$ cat src/rtl/scan_display_ctrl.sv
// Refresh scheduler for a 4-digit multiplexed seven-segment display.
// Adds anode-off blanking at every digit change, 16-level PWM brightness and leading-zero blanking.
module scan_display_ctrl #(
    parameter int unsigned CLK_DIV     = 3125,
    parameter int unsigned BLANK_TICKS = 1
) (
    input  logic        clock,
    input  logic        reset_n,
    input  logic        enable,
    input  logic [15:0] digits,
    input  logic        blank_lz,
    input  logic [3:0]  brightness,
    output logic [6:0]  seg,
    output logic [3:0]  an,
    output logic        frame_tick
);

    localparam int unsigned PRE_W         = $clog2(CLK_DIV);
    localparam logic [PRE_W-1:0] PRE_MAX  = PRE_W'(CLK_DIV - 1);
    localparam logic [3:0] BLANK_PH       = 4'(BLANK_TICKS);
    localparam logic [3:0] AN_OFF         = 4'hF;
    localparam logic [6:0] SEG_OFF        = 7'h7F;

    typedef enum logic [1:0] {
        S_BLANK = 2'd0,
        S_ON    = 2'd1,
        S_OFF   = 2'd2
    } state_t;

    logic [PRE_W-1:0] pre_q;
    logic [PRE_W-1:0] pre_nxt;
    logic [3:0]       ph_q;
    logic [3:0]       ph_nxt;
    logic [1:0]       idx_q;
    logic [1:0]       idx_nxt;
    logic             tick;
    logic             slot_start;

    logic [3:0]       nib_live;
    logic             upper_zero;
    logic             blank_live;
    logic [3:0]       nib_q;
    logic             blank_q;
    logic [3:0]       bright_q;

    state_t           state_q;
    state_t           state_nxt;
    logic [3:0]       an_nxt;
    logic [6:0]       seg_nxt;

    // Active-low a..g pattern for one hex nibble.
    function automatic logic [6:0] decode(input logic [3:0] n);
        logic [6:0] p;
        p = SEG_OFF;
        case (n)
            4'h0: p = 7'b0000001;
            4'h1: p = 7'b1001111;
            4'h2: p = 7'b0010010;
            4'h3: p = 7'b0000110;
            4'h4: p = 7'b1001100;
            4'h5: p = 7'b0100100;
            4'h6: p = 7'b0100000;
            4'h7: p = 7'b0001111;
            4'h8: p = 7'b0000000;
            4'h9: p = 7'b0000100;
            4'hA: p = 7'b0001000;
            4'hB: p = 7'b1100000;
            4'hC: p = 7'b0110001;
            4'hD: p = 7'b1000010;
            4'hE: p = 7'b0110000;
            4'hF: p = 7'b0111000;
            default: p = SEG_OFF;
        endcase
        return p;
    endfunction

    // Scan timebase: prescaler -> 16-tick slot phase -> digit index.
    always_comb begin
        tick       = (pre_q == PRE_MAX);
        slot_start = enable && (pre_q == '0) && (ph_q == 4'd0);
        pre_nxt    = pre_q;
        ph_nxt     = ph_q;
        idx_nxt    = idx_q;
        if (!enable) begin
            pre_nxt = '0;
            ph_nxt  = 4'd0;
            idx_nxt = 2'd0;
        end else if (tick) begin
            pre_nxt = '0;
            ph_nxt  = ph_q + 4'd1;
            if (ph_q == 4'hF) begin
                idx_nxt = idx_q + 2'd1;
            end
        end else begin
            pre_nxt = pre_q + PRE_W'(1);
        end
    end

    always_ff @(posedge clock or negedge reset_n) begin
        if (!reset_n) begin
            pre_q <= '0;
            ph_q  <= 4'd0;
            idx_q <= 2'd0;
        end else begin
            pre_q <= pre_nxt;
            ph_q  <= ph_nxt;
            idx_q <= idx_nxt;
        end
    end

    // Digit i>0 is a leading zero when nibbles i..3 are all zero.
    always_comb begin
        nib_live   = 4'(digits >> {idx_q, 2'b00});
        upper_zero = 1'b0;
        case (idx_q)
            2'd1:    upper_zero = (digits[15:4]  == 12'h000);
            2'd2:    upper_zero = (digits[15:8]  == 8'h00);
            2'd3:    upper_zero = (digits[15:12] == 4'h0);
            default: upper_zero = 1'b0;
        endcase
        blank_live = blank_lz && upper_zero;
    end

    // Slot registers freeze the inputs for the whole slot.
    always_ff @(posedge clock or negedge reset_n) begin
        if (!reset_n) begin
            nib_q    <= 4'd0;
            blank_q  <= 1'b0;
            bright_q <= 4'd0;
        end else if (slot_start) begin
            nib_q    <= nib_live;
            blank_q  <= blank_live;
            bright_q <= brightness;
        end
    end

    always_ff @(posedge clock or negedge reset_n) begin
        if (!reset_n) begin
            state_q <= S_BLANK;
        end else begin
            state_q <= state_nxt;
        end
    end

    // Slot phase moves with ph; brightness beyond 16-BLANK_TICKS saturates naturally.
    always_comb begin
        state_nxt = S_OFF;
        if (ph_nxt < BLANK_PH) begin
            state_nxt = S_BLANK;
        end else if (!blank_q && ((ph_nxt - BLANK_PH) < bright_q)) begin
            state_nxt = S_ON;
        end
    end

    // seg only reloads in BLANK, where every anode is off.
    always_comb begin
        an_nxt  = AN_OFF;
        seg_nxt = seg;
        case (state_q)
            S_BLANK: seg_nxt = decode(slot_start ? nib_live : nib_q);
            S_ON:    an_nxt  = ~(4'b0001 << idx_q);
            default: an_nxt  = AN_OFF;
        endcase
    end

    always_ff @(posedge clock or negedge reset_n) begin
        if (!reset_n) begin
            an         <= AN_OFF;
            seg        <= SEG_OFF;
            frame_tick <= 1'b0;
        end else if (!enable) begin
            an         <= AN_OFF;
            seg        <= SEG_OFF;
            frame_tick <= 1'b0;
        end else begin
            an         <= an_nxt;
            seg        <= seg_nxt;
            frame_tick <= tick && (ph_q == 4'hF) && (idx_q == 2'd3);
        end
    end

endmodule

$ cat config.mk
export PLATFORM = sky130hd
export DESIGN_NAME = scan_display_ctrl
export DESIGN_NICKNAME = d
export VERILOG_FILES = /design/src/rtl/scan_display_ctrl.sv
export SDC_FILE = /design/constraint.sdc
export NUM_CORES = 1
export LEC_CHECK = 0
export BUFFER_PORTS_ARGS = -buffer_cell sky130_fd_sc_hd__buf_2
export CORE_MARGIN = 10
export CORE_UTILIZATION = 49
export CTS_CLUSTER_SIZE = 40
export DETAILED_ROUTE_END_ITERATION = 8
export GPL_TIMING_DRIVEN = 0
export PLACE_DENSITY = 0.7
export SETUP_SLACK_MARGIN = 0.02
export SLEW_MARGIN = 5
export SYNTH_ARGS = -nofsm -noshare
export SYNTH_HDL_FRONTEND = slang
export SYNTH_SLANG_ARGS = --single-unit
$ cat constraint.sdc
create_clock -name clock -period 8 [get_ports clock]
set_clock_uncertainty 0.15 [all_clocks]
set_input_delay 1.2 -clock clock [delete_from_list [all_inputs] [get_ports clock]]
set_output_delay 1.2 -clock clock [all_outputs]
set_load 0.005 [all_outputs]
Word level (Yosys, flattened, before mapping) --
Memory sizes are Yosys's and may differ from the RTL's. Index checks and enable logic that the tools add are counted.
Cells by class: $mul 0, shift operators 2, eq/ne operators 9, $add $sub $neg 4, divide/modulo/power cells 0, reductions and logical operators 14, bitwise logic cells 1, muxes and demuxes 16, magnitude comparators 2
Operators by type and width (count):
- logical NOT 12 bit | 2
- two-way mux 12 bit | 2
- two-way mux 4 bit | 5
- right shift 16 x 4 -> 4 bit | 1
- two-way mux 7 bit | 2
- adder 12 x 1 -> 12 bit (second input constant) | 1
- equality test 12 bit (second input constant) | 1
- two-way mux 2 bit | 5
- logical NOT 4 bit | 2
- logical NOT 8 bit | 1
- logical AND 1 bit | 6
- != test 2 x 1 -> 1 bit (second input constant) | 3
- adder 4 x 1 -> 4 bit (second input constant) | 1
- equality test 2 x 1 -> 1 bit (second input constant) | 2
- equality test 2 bit (second input constant) | 2
- equality test 4 bit (second input constant) | 1
- less-than comparator 4 x 1 -> 1 bit (second input constant) | 1
- less-than comparator 4 bit | 1
- NOT 4 bit | 1
- left shift 1 x 2 -> 4 bit (first input constant) | 1
- subtractor 4 x 1 -> 4 bit (second input constant) | 1
- case mux 1 bit (3 select lines) | 1
- adder 2 x 1 -> 2 bit (second input constant) | 1
- logical NOT 2 bit | 1
- 3 further kinds | 3
Storage, ports and cells: memory bits (read-only) 112, memories 1, input bits 24, latch bits 0, bits in writable memories 0, output and inout port bits 12, register bits after elaboration 41, logic and storage cells 59
Memory list:
- (no name shown) | words 16, width 7, rd ports 1, clocked after memory_dff 0, write ports 0, RTL line 55 | case (n)

Depth between registers and ports, before layout --
depth in word-level cells 8, gate-level depth with buffers 13, mapped depth without buffers 13

Least setup slack after synthesis --
No wires, ideal clock.
kind reg-to-reg, from register pre_q[7], to register state_q[0], path buffers 0, clock period less this slack 3.417 ns, stages on the path, launching flop included 11, path slack 4.583 ns, data required time 7.777 ns, arrival 3.194 ns, path through dfrtp_1 or4_4 nor4_2 mux2_2 nand2_1 ha_1 xnor2_1 ha_1 a21o_1 a2111oi_0 nor2b_1
Between the ends: longest elaborated chain between the ends 8
Ends and longest elaborated chain:
- start, declared | RTL line 30 | logic [PRE_W-1:0] pre_q;
- start signal, assigned | RTL line 105 | pre_q <= pre_nxt;
- equality test 12 bit * | RTL line 79 | tick = (pre_q == PRE_MAX);
- two-way mux 4 bit * | RTL line 88 | end else if (tick) begin
- two-way mux 4 bit * | RTL line 84 | if (!enable) begin
- subtractor 4 x 1 -> 4 bit | RTL line 150 | end else if (!blank_q && ((ph_nxt - BLANK_PH) < bright_q)) begin
- less-than comparator 4 bit | RTL line 150
- logical AND 1 bit | RTL line 150
- two-way mux 2 bit | RTL line 150
- two-way mux 2 bit * | RTL line 148 | if (ph_nxt < BLANK_PH) begin
- named net state_nxt[0] | RTL line 47 | state_t state_nxt;
- end signal, assigned | RTL line 141 | state_q <= state_nxt;
- end, declared | RTL line 46 | state_t state_q;
The timed path passes the listed nets; every way through them passes the cells marked *. A chain may end at the register's enable or synchronous reset.

Worst setup path after layout --
Ends and elaborated chain as after synthesis.

==> results_dict.tcl <==
set metrics [dict create \
    pre_cts_ws_ns 4.19 \
    grt_use_total_pct 12.9 \
    multi_input_area_um2 1200 \
    cts_made_buffers 5 \
    die_h_um 89.2 \
    required_ns 8.08 \
    synth_nets 275 \
    place_hpwl_mm 3.55 \
    cp_max_fo 6 \
    ys.flop_type "dfrtp_1" \
    r2r_slack_ns 4.23 \
    finalCriticalPeriod_ns 3.77 \
    holdWs_ns 0.354 \
    cts_hold_repair.buffers 0 \
    routed_wl_mm 4.77 \
    drt_iter0_markers 84 \
    post-route-period-util_pct 47.1 \
    grt.busiest_layer "met2" \
    use_met2_pct 20.9 \
    power.total_mw 0.526 \
    synth-seq-cells 41 \
    start_util_pct 49.9 \
    clock.fmax_mhz 265 \
    root_buffer "clkbuf_8" \
    cts_buffer_depth 2 \
    post_cts_buffers 0 \
    die_area_um2 7950 \
    overflow 0 \
    min_to "seg[2]" \
    dp_cells 321 \
    netlist_instances 232 \
    yosysTopAreaCell "dfrtp_1" \
    grt_max_degree 42 \
    synthTopCellsByArea "dfrtp_1 32%, dfstp_2 12%, ha_1 10%" \
    min_delay_path_depth 2 \
    use_met1_pct 16.1 \
    ioPinCount 36 \
    synthToLayoutAreaGrowth_pct 15.5 \
    stdcell_count 329 \
    rr_worst_depth 10 \
    drt-wirelength-per-cell_um 14.5 \
    core_area_um2 4690 \
    fin_util_pct 57.7 \
    synth_area_per_cell_um2 10.1 \
    setup_viol 0 \
    synth_edf_count 0 \
    grt_pass1_vias 1796 \
    antenna_found_initial 0 \
    cts_tree "done" \
    maxCapViolCount 0 \
    vias 1781 \
    end_kind "flop" \
    grt_pass1_wl_mm 8.06 \
    p_per_area_nw_per_um2 194 \
    min_path_type "flop to flop" \
    placed_area_um2 2590 \
    cts.sinks 41 \
    finalInstanceArea_um2 2710 \
    ant_nets 0 \
    synth_top_area_share_pct 32.0 \
    synth_area_um2 2340 \
    met3_usage_pct 3.74 \
    clk_latency_ns 0.30 \
    max_slew_margin_pct 40.0 \
    fin_ws_ns 4.23 \
    place_congestion 0.819 \
    via_per_inst 5.41 \
    leakage_nw 1.24 \
    nNetsFinal 317 \
    drive_above_1_share_pct 25.5 \
    rr_endpoint "state_q[0]" \
    yosys-top-cells-count "30 x dfrtp_1, 22 x nand2_1, 21 x nor2_1, 20 x inv_1, 19 x ha_1" \
    path_clk_slew_ns 0.09 \
    h-tree-depth 2 \
    portBuffers 35 \
    tns_ns 0 \
    critPathLaunchType "flop" \
    rsz0062_at_grt "false" \
    nFillCells 409 \
    firstDrtPassIters 4 \
    ys_seq_area_share_pct 44.4 \
    cts_resized 0 \
    rows 25 \
    yosys_warnings 0 \
    report.final.slew_viol_count 0 \
    outcome "completed" \
    tightest_slew_ns 0.900 \
    synthDistinctLibCells 44 \
    postSynth.asyncResetShare_pct 100 \
    critPathArrivalTime_ns 3.85 \
    n_antenna_cell 0 \
    final-hold-violation-count 0 \
    seqCellArea_um2 1040 \
    crit_type "flop to flop" \
    yosysMostFrequentCell "dfrtp_1" \
    drc_errors 0 \
    worstHoldStart "seg[2]" \
    vdd_drop_max_mv 0.106 \
    die_w_um 89.2 \
    r2r_start "pre_q[7]" \
]
cell usage in the layout (no fill, tap or decap), types with 2 or more instances in the layout:
cell	instances
clkbuf_1	5
dfrtp_1	30
and4_1	2
a2111oi_0	2
xor2_1	5
clkbuf_8	6
nor2_1	21
inv_1	20
nor3_1	4
nand2_1	22
mux4_2	4
mux2_2	3
dfstp_2	11
o21ai_0	5
o21ai_1	3
nor2b_1	2
nor4_1	7
a21oi_1	8
buf_2	37
or4_4	2
ha_1	19
nand3_1	6
a31oi_1	2
and3_1	5
o22ai_1	2
and3_2	2
o32a_1	2
xnor2_1	10
nand4_1	5
mux2i_1	4
a21o_1	2
nand2b_1	2
final cells by class:
cell class | count | area share (%)
buffer | 7 | 1.06
tap | 54 | 2.50
sequential | 41 | 38.4
clock buffer | 6 | 3.05
clock inverter | 2 | 1.39
timing repair buffer | 35 | 6.47
multi-input combinational | 164 | 44.3
inverter | 20 | 2.77
critical path, cell delays in order (launching register included):
cell and delay, ns:
dfrtp_1 0.44, or4_4 0.59, nor4_2 0.57, mux2_2 0.39, nand2_1 0.12, ha_1 0.19
xnor2_1 0.13, ha_1 0.26, a21o_1 0.19, a2111oi_0 0.47, nor2b_1 0.18
per-layer routing:
layer,vias to the layer above,routed length (um)
met5,-,0
met4,0,56
met3,4,319
met2,37,2180
met1,844,2220
li1,896,-
worst max-delay path by stage:
stage	from	end	slack, ns	depth (start not counted)
6_report	pre_q[7]	state_q[0]	4.23	10
5_1_grt	pre_q[7]	state_q[0]	4.06	10
4_1_cts	pre_q[7]	state_q[0]	4.25	10
3_5_place_dp	enable	seg[3]	4.19	9
3_3_place_gp	enable	seg[3]	4.22	9
2_1_floorplan	pre_q[7]	state_q[0]	4.58	10
logic make-up (layout without fill, tap and decap cells):
family / after synthesis / count (layout) / share of synthesized area [%]
compound gates: 29 / 29 / 7.79
xor+xnor: 15 / 15 / 5.61
fa+ha+maj: 19 / 19 / 10.1
buf+inv: 27 / 70 / 4.43
flops: 41 / 41 / 44.4
mux: 11 / 11 / 6.99
simple gates: 90 / 90 / 20.7
power breakdown:
group,internal (mW),total [mW],switching [mW]
Combinational,0.0461,0.107,0.0606
Clock,0.101,0.177,0.0757
Sequential,0.233,0.242,0.00862
flip-flops by register name, indices dropped and copies added (netlist names):
| register | cells |
|---|---|
| an | 4 |
| blank_q | 1 |
| bright_q | 4 |
| frame_tick | 1 |
| idx_q | 2 |
| nib_q | 4 |
| ph_q | 4 |
| pre_q | 12 |
| seg | 7 |
| state_q | 2 |
Power figures use the tool's default switching activity.
